<file path="src/rtl/branch_resolve_predict.sv">
// Execute-stage branch resolution with a PC-indexed 2-bit counter predictor.
// Flags mispredictions for flush/redirect and keeps saturating branch statistics.
module branch_resolve_predict #(
    parameter int unsigned ADDR_WIDTH  = 32,
    parameter int unsigned BHT_ENTRIES = 64,
    parameter int unsigned INDEX_LSB   = 2,
    parameter int unsigned CNT_WIDTH   = 16
) (
    input  logic                  clk,
    input  logic                  rst,
    input  logic [ADDR_WIDTH-1:0] PCF,
    output logic                  PredTakenF,
    input  logic                  BranchE,
    input  logic                  JumpE,
    input  logic [2:0]            funct3E,
    input  logic                  ZeroE,
    input  logic                  LtE,
    input  logic                  LtuE,
    input  logic [ADDR_WIDTH-1:0] PCE,
    input  logic                  PredTakenE,
    output logic                  PCSrcE,
    output logic                  MispredictE,
    output logic                  RedirectSelE,
    output logic                  IllegalBranchE,
    output logic [CNT_WIDTH-1:0]  BranchCount,
    output logic [CNT_WIDTH-1:0]  MispredCount
);

    localparam int unsigned IDXW = $clog2(BHT_ENTRIES);

    logic [1:0]      bht [BHT_ENTRIES];
    logic [IDXW-1:0] idx_f;
    logic [IDXW-1:0] idx_e;
    logic            taken_c;
    logic            legal_c;
    logic            branch_only_c;
    logic            update_c;
    logic            unused_pc;

    assign idx_f     = PCF[INDEX_LSB +: IDXW];
    assign idx_e     = PCE[INDEX_LSB +: IDXW];
    assign unused_pc = ^{PCF, PCE};

    // Read is the pre-update value; no same-cycle bypass.
    assign PredTakenF = bht[idx_f][1];

    // Branch condition decode
    always_comb begin
        taken_c = 1'b0;
        legal_c = 1'b1;
        case (funct3E)
            3'b000:  taken_c = ZeroE;
            3'b001:  taken_c = ~ZeroE;
            3'b100:  taken_c = LtE;
            3'b101:  taken_c = ~LtE;
            3'b110:  taken_c = LtuE;
            3'b111:  taken_c = ~LtuE;
            default: legal_c = 1'b0;
        endcase
    end

    // A jump with BranchE also set is resolved purely as a jump.
    assign branch_only_c = BranchE & ~JumpE;
    assign update_c      = branch_only_c & legal_c & ~rst;

    assign PCSrcE         = ~rst & (JumpE | (branch_only_c & taken_c));
    assign MispredictE    = ~rst & (JumpE | (branch_only_c & legal_c & (taken_c != PredTakenE)));
    assign RedirectSelE   = PCSrcE;
    assign IllegalBranchE = ~rst & branch_only_c & ~legal_c;

    // Counter table: reset to weak-not-taken, saturating train on resolve
    always_ff @(posedge clk) begin
        if (rst) begin
            for (int i = 0; i < BHT_ENTRIES; i++) begin
                bht[i] <= 2'b01;
            end
        end else if (update_c) begin
            if (taken_c) begin
                if (bht[idx_e] != 2'b11) bht[idx_e] <= bht[idx_e] + 2'd1;
            end else begin
                if (bht[idx_e] != 2'b00) bht[idx_e] <= bht[idx_e] - 2'd1;
            end
        end
    end

    // Saturating statistics
    always_ff @(posedge clk) begin
        if (rst) begin
            BranchCount  <= '0;
            MispredCount <= '0;
        end else if (update_c) begin
            if (BranchCount != '1) BranchCount <= BranchCount + CNT_WIDTH'(1);
            if ((taken_c != PredTakenE) && (MispredCount != '1))
                MispredCount <= MispredCount + CNT_WIDTH'(1);
        end
    end

endmodule

</file>
<file path="config.mk">
export PLATFORM = sky130hd
export DESIGN_NAME = branch_resolve_predict
export DESIGN_NICKNAME = d
export VERILOG_FILES = /design/src/rtl/branch_resolve_predict.sv
export SDC_FILE = /design/constraint.sdc
export NUM_CORES = 1
export LEC_CHECK = 0
export CAP_MARGIN = 20
export CORE_MARGIN = 5
export CORE_UTILIZATION = 40
export DETAILED_ROUTE_END_ITERATION = 7
export PLACE_DENSITY = 0.61
export SLEW_MARGIN = 0
export SYNTH_ARGS = -nofsm -noshare
export SYNTH_HDL_FRONTEND = slang
export SYNTH_SLANG_ARGS = --single-unit
</file>
<file path="constraint.sdc">
create_clock -name clk -period 5.81 [get_ports clk]
set_input_delay 0.8715 -clock clk [delete_from_list [all_inputs] [get_ports clk]]
set_output_delay 0.8715 -clock clk [all_outputs]
set_load 0.02 [all_outputs]
</file>
======== After elaboration in Yosys (flattened, before gate mapping) ========
Memory sizes are Yosys's and may differ from the RTL's.
Index checks and enable logic that the tools add are counted.
storage, ports and cells
  bits in writable memories ............... 128
  latch bits .............................. 0
  bits of input ports ..................... 75
  memories ................................ 1
  logic and storage cells ................. 59
  memory bits (read-only) ................. 0
  output and inout bits ................... 37
  register bits after elaboration ......... 32
memories
  memory  words  width  read ports  clocked after Yosys merged registers in  write ports  RTL line  RTL
  bht     64     2      2           0                                        64           31        logic [1:0] bht [BHT_ENTRIES];
operators by class
  shifts and indexed selects .............. 0
  $mul .................................... 0
  div/mod/pow operators ................... 0
  bitwise gates (word level) .............. 18
  equality and inequality tests ........... 9
  reduce and logical (&&, ||, !) cells .... 7
  add/sub/neg operators ................... 4
  order comparisons ....................... 0
  mux-type cells .......................... 18
operator list
  cell                                                                 number
  16-bit by 1-bit adder with 16-bit output (second input constant)     2
  16-bit inequality test (second input constant)                       2
  1-bit 2-to-1 mux                                                     14
  3-bit == test (second input constant)                                4
  1-bit AND                                                            9
  6-bit 2-to-1 mux                                                     1
  1-bit inverter                                                       6
  1-bit one-hot mux with 6 select lines                                1
  6-bit OR reduction                                                   1
  2-bit 2-to-1 mux                                                     2
  2-bit AND reduction                                                  2
  3-bit by 1-bit == test with 1-bit output (second input constant)     1
  3-bit logical NOT                                                    1
  1-bit OR                                                             3
  2-bit by 1-bit adder with 2-bit output (second input constant)       1
  2-bit inequality test (second input constant)                        1
  2-bit nonzero test                                                   1
  2-bit OR reduction                                                   1
  2-bit by 1-bit subtractor with 2-bit output (second input constant)  1
  1-bit logical AND                                                    1
  1-bit inequality test                                                1

======== Logic depth before layout (Yosys ltp) ========
  word-level depth ........................ 11
  gate-level depth with buffers ........... 12
  mapped depth without buffers ............ 9

======== Worst setup path after synthesis ========
OpenSTA, ideal clock, no wires.
  path type ............................... input-to-output
  start point ............................. input port PCF[2]
  end point ............................... output port PredTakenF
  setup slack ............................. 1,586 ps
  cell stages on the path ................. 5
  arrival time ............................ 3,353 ps
  path buffers ............................ 2
  required time ........................... 4,939 ps
  cell sequence ........................... clkbuf_1 -> buf_1 -> mux4_2 -> mux4_2 -> mux4_2
between the ends
  word-level cells in the longest chain between the ends .. 1
RTL lines
  element            RTL line  RTL
  start, declared    11        input logic [ADDR_WIDTH-1:0] PCF,
  memory 64 x 2 bit  -
  end, declared      12        output logic PredTakenF,
No other way between the ends.

======== Worst setup path in the final report ========
  start point ............................. input port PCF[3]
  end point ............................... output port PredTakenF
Same word-level chain as after synthesis.

==> reports/metrics.json <==
{
  "final-max-slew-violation-count": 0,
  "finClkSkew_ns": 0.01199,
  "num_io_pins": 112,
  "clock_pin_slew_reported_for_the_worst_setup_and_hold_paths_after_clock_tree_synthesis_ns": 0.06,
  "drt_drc_violations_left": 0,
  "cp.required_ns": 4.94,
  "fmaxAchievable_mhz": 209.5,
  "synthCells": 811,
  "path_common_cell": "sky130_fd_sc_hd__mux4_2",
  "critical-path-max-stage-delay_ns": 0.77,
  "grt_first_pass_wirelength_um": 43970,
  "p_leak_uw": 0.003282,
  "netlist_top_cells_area": "sky130_fd_sc_hd__edfxtp_1 41%, sky130_fd_sc_hd__dfxtp_1 6.8%, sky130_fd_sc_hd__nor3_2 6.6%, sky130_fd_sc_hd__o21bai_2 5.7%, sky130_fd_sc_hd__mux4_2 5.5%",
  "synth.yosys.warnings": 0,
  "postSynthRegisterBits": 160,
  "min_period_over_period_pct": 82.15,
  "grt_pass1_vias": 7153,
  "drt_pass1_iterations": 7,
  "instances_no_fill": 1176,
  "critical_path.max_fanout": 10,
  "dpl_cell_area_um2": 10310,
  "num-fill-cells": 2187,
  "worstReg2RegStart": "bht[34][0]",
  "finalHoldViolations": 0,
  "synth_top_cell_area_share_pct": 40.62,
  "postCtsSetupRepairBufs": 0,
  "clkLatencyLatePin_ns": 0.44,
  "postCtsHoldBufs": 0,
  "antenna_found_initial": 0,
  "finalWeightedCongestion": 0.8530,
  "max_capacitance_violation_total": 0,
  "layout-area-overhead-vs-synth_pct": 15.51,
  "worst_margin_pin_slew_ns": 1.167,
  "insertedDiodeCount": 0,
  "fin_area_um2": 10930,
  "die_area_um2": 26830,
  "routedWlPerCell_um": 24.64,
  "synth_sequential_area_ratio_pct": 47.39,
  "start_util_pct": 40.43,
  "worst-endpoint-arrival_ns": 3.90,
  "worst_hold_path.num_cells": 2,
  "drt_first_iter_violations": 741,
  "postSynth.asyncResetShare_pct": 0,
  "final_period_minus_worst_setup_slack_ns": 4.773,
  "crit-reg2reg-capture": "bht[13][1]",
  "fp.coreArea_um2": 23400,
  "layout-drive-gt1-share_pct": 26.49,
  "outcome": "finished, final reports clean",
  "maxSlewHeadroom_pct": 21.94,
  "timing.critical_path.to_type": "output pin",
  "placement_rows": 56,
  "power-per-cell-area_nw_per_um2": 258.2,
  "clk_path_buf_depth": 2,
  "post_synth.cell_area_avg_um2": 11.67,
  "vias_per_cell": 6.104,
  "postSynthNetCount": 888,
  "rsz0062_at_grt": "false",
  "die-height_um": 163.8,
  "die_width_um": 163.8,
  "synthDistinctLibCells": 71,
  "synth_top_area_cell": "sky130_fd_sc_hd__edfxtp_1",
  "hpwlAfterDp_um": 18730,
  "cp_max_delay_cell": "sky130_fd_sc_hd__clkdlybuf4s50_1",
  "cts.sinks": 160,
  "wirelength_um": 28980,
  "grt_overflow_total": 0,
  "drtAntennaViolNets": 0,
  "yosysMostFrequentCell": "sky130_fd_sc_hd__edfxtp_1",
  "r2r.worst_path.cells": 9,
  "grt_max_degree": 98,
  "hold_path.class": "reg -> reg",
  "count_of_flip_flops_with_a_built_in_enable_after_synthesis": 128,
  "cts_tree": "built",
  "worst_ir_drop_vdd_v": 0.0002150,
  "critical_path_cell_by_cell": "clkdlybuf4s50_1, buf_4, mux4_2, mux4_2, mux4_2, clkdlybuf4s50_1",
  "finalSetupViolations": 0,
  "placement.io_buffers": 59,
  "placed_cells": 1143,
  "timing.hold.worst_endpoint": "MispredCount[5]",
  "clk_root_buffer_cell": "sky130_fd_sc_hd__clkbuf_16",
  "mappedNetlistArea_um2": 9462,
  "worst_hold_startpoint": "MispredCount[5]",
  "cp-start-kind": "primary input",
  "tritoncts.num_buffers": 17,
  "final_nets": 921,
  "vias": 7178,
  "cts-htree-levels": 4,
  "ys_dominant_reg_cell": "sky130_fd_sc_hd__edfxtp_1",
  "totalNegativeSetupSlack_ns": 0,
  "worst-r2r-setup-slack_ns": 2.41,
  "synth_cell_count_leaders": "128 x sky130_fd_sc_hd__edfxtp_1, 62 x sky130_fd_sc_hd__nand4_1, 62 x sky130_fd_sc_hd__nor3_2",
  "globalRouteTotalUtil_pct": 21.86,
  "category_of_the_most_critical_setup_path": "in -> out",
  "postCtsResizedCells": 0
}
==> cells in the final DEF, fill, tap and decap left out, types with 5 or more instances in the layout <==
master                            instances
sky130_fd_sc_hd__edfxtp_1               128
sky130_fd_sc_hd__nor3_2                  62
sky130_fd_sc_hd__nand4_1                 62
sky130_fd_sc_hd__clkdlybuf4s50_1         56
sky130_fd_sc_hd__o21bai_2                48
sky130_fd_sc_hd__nand2_1                 43
sky130_fd_sc_hd__buf_4                   38
sky130_fd_sc_hd__nor2_1                  36
sky130_fd_sc_hd__dfxtp_1                 32
sky130_fd_sc_hd__mux4_2                  23
sky130_fd_sc_hd__nand3_1                 22
sky130_fd_sc_hd__clkbuf_16               21
sky130_fd_sc_hd__a21oi_1                 18
sky130_fd_sc_hd__nand3b_1                16
sky130_fd_sc_hd__o21ai_0                 15
sky130_fd_sc_hd__nor3_1                  15
sky130_fd_sc_hd__or3_1                   15
sky130_fd_sc_hd__a22oi_1                 14
sky130_fd_sc_hd__mux2i_1                 14
sky130_fd_sc_hd__xnor2_1                 14
sky130_fd_sc_hd__and3_1                  11
sky130_fd_sc_hd__xor2_1                  11
sky130_fd_sc_hd__a221oi_1                 9
sky130_fd_sc_hd__a21o_1                   8
sky130_fd_sc_hd__o21bai_1                 8
sky130_fd_sc_hd__nand2b_1                 7
sky130_fd_sc_hd__o22ai_1                  7
sky130_fd_sc_hd__and3b_1                  6
sky130_fd_sc_hd__a22o_1                   6
sky130_fd_sc_hd__inv_1                    5
sky130_fd_sc_hd__and2_1                   5
sky130_fd_sc_hd__nor2b_1                  5
sky130_fd_sc_hd__and4_1                   5
==> power by group <==
| part | internal, µW | switching [µW] | leakage, µW | total, µW |
|---|---|---|---|---|
| sequential | 1250 | 11.2 | 0.00137 | 1260 |
| clock | 662 | 475 | 0.000294 | 1140 |
| combinational | 139 | 285 | 0.00162 | 424 |
| total | 2050 | 771 | 0.00328 | 2820 |
==> per-stage QoR <==
step           power [µW]  worst slack, ns  utilization, %  hold WS (ns)
6_report             2822            1.037           46.70        0.4977
3_3_place_gp         1698           0.9128           44.05        0.4852
2_1_floorplan        1575            1.586               -        0.5658
4_1_cts              2820            1.062           46.58        0.5011
3_5_place_dp         1701           0.9163           44.05        0.4890
5_1_grt              2899           0.9928           46.70        0.5376
==> cell families (layout without fill, tap and decap cells) <==
family | after synthesis | after routing | share of synthesized area [%]
compound gates | 163 | 163 | 14.61
simple gates | 328 | 328 | 22.84
buf+inv | 91 | 137 | 4.972
fa+ha+maj | 2 | 2 | 0.2644
flops | 160 | 160 | 47.39
xor+xnor | 26 | 26 | 2.486
mux | 41 | 41 | 7.432
==> worst max-delay path by stage <==
stage                 from  slack [ns]    endpoint  cells after the start
detailed placement  PCE[3]        0.92  bht[13][0]                     12
global route        PCF[2]        0.99  PredTakenF                      6
floorplan           PCF[2]        1.59  PredTakenF                      5
CTS                 PCF[2]        1.06  PredTakenF                      6
finish              PCF[3]        1.04  PredTakenF                      6
global placement    PCE[7]        0.91  bht[12][0]                     10
==> layer usage <==
metal	routed length [µm]	global-route usage, %
met3	2605	4.918
met1	12380	30.06
met4	896	7.472
met2	13100	34.27
met5	0	0
==> worst max-delay path: cells and delay by family <==
kind,cells,cell delay (ns)
buf+inv,3,1.65
mux,3,1.37
==> flip-flops by register name, indices dropped and copies added (netlist names) <==
register	flops
bht	128
MispredCount	16
BranchCount	16
==> layout make-up <==
class	count	area, µm²	area share (%)
Multi-Input combinational cell	560	4522	41.37
Sequential cell	160	4484	41.03
Timing Repair Buffer	99	908.4	8.311
Clock buffer	26	554.3	5.072
Tap cell	319	399.1	3.652
Clock inverter	6	38.79	0.3549
Inverter	6	22.52	0.2061
Note: power is estimated with default switching activity, not from simulation.
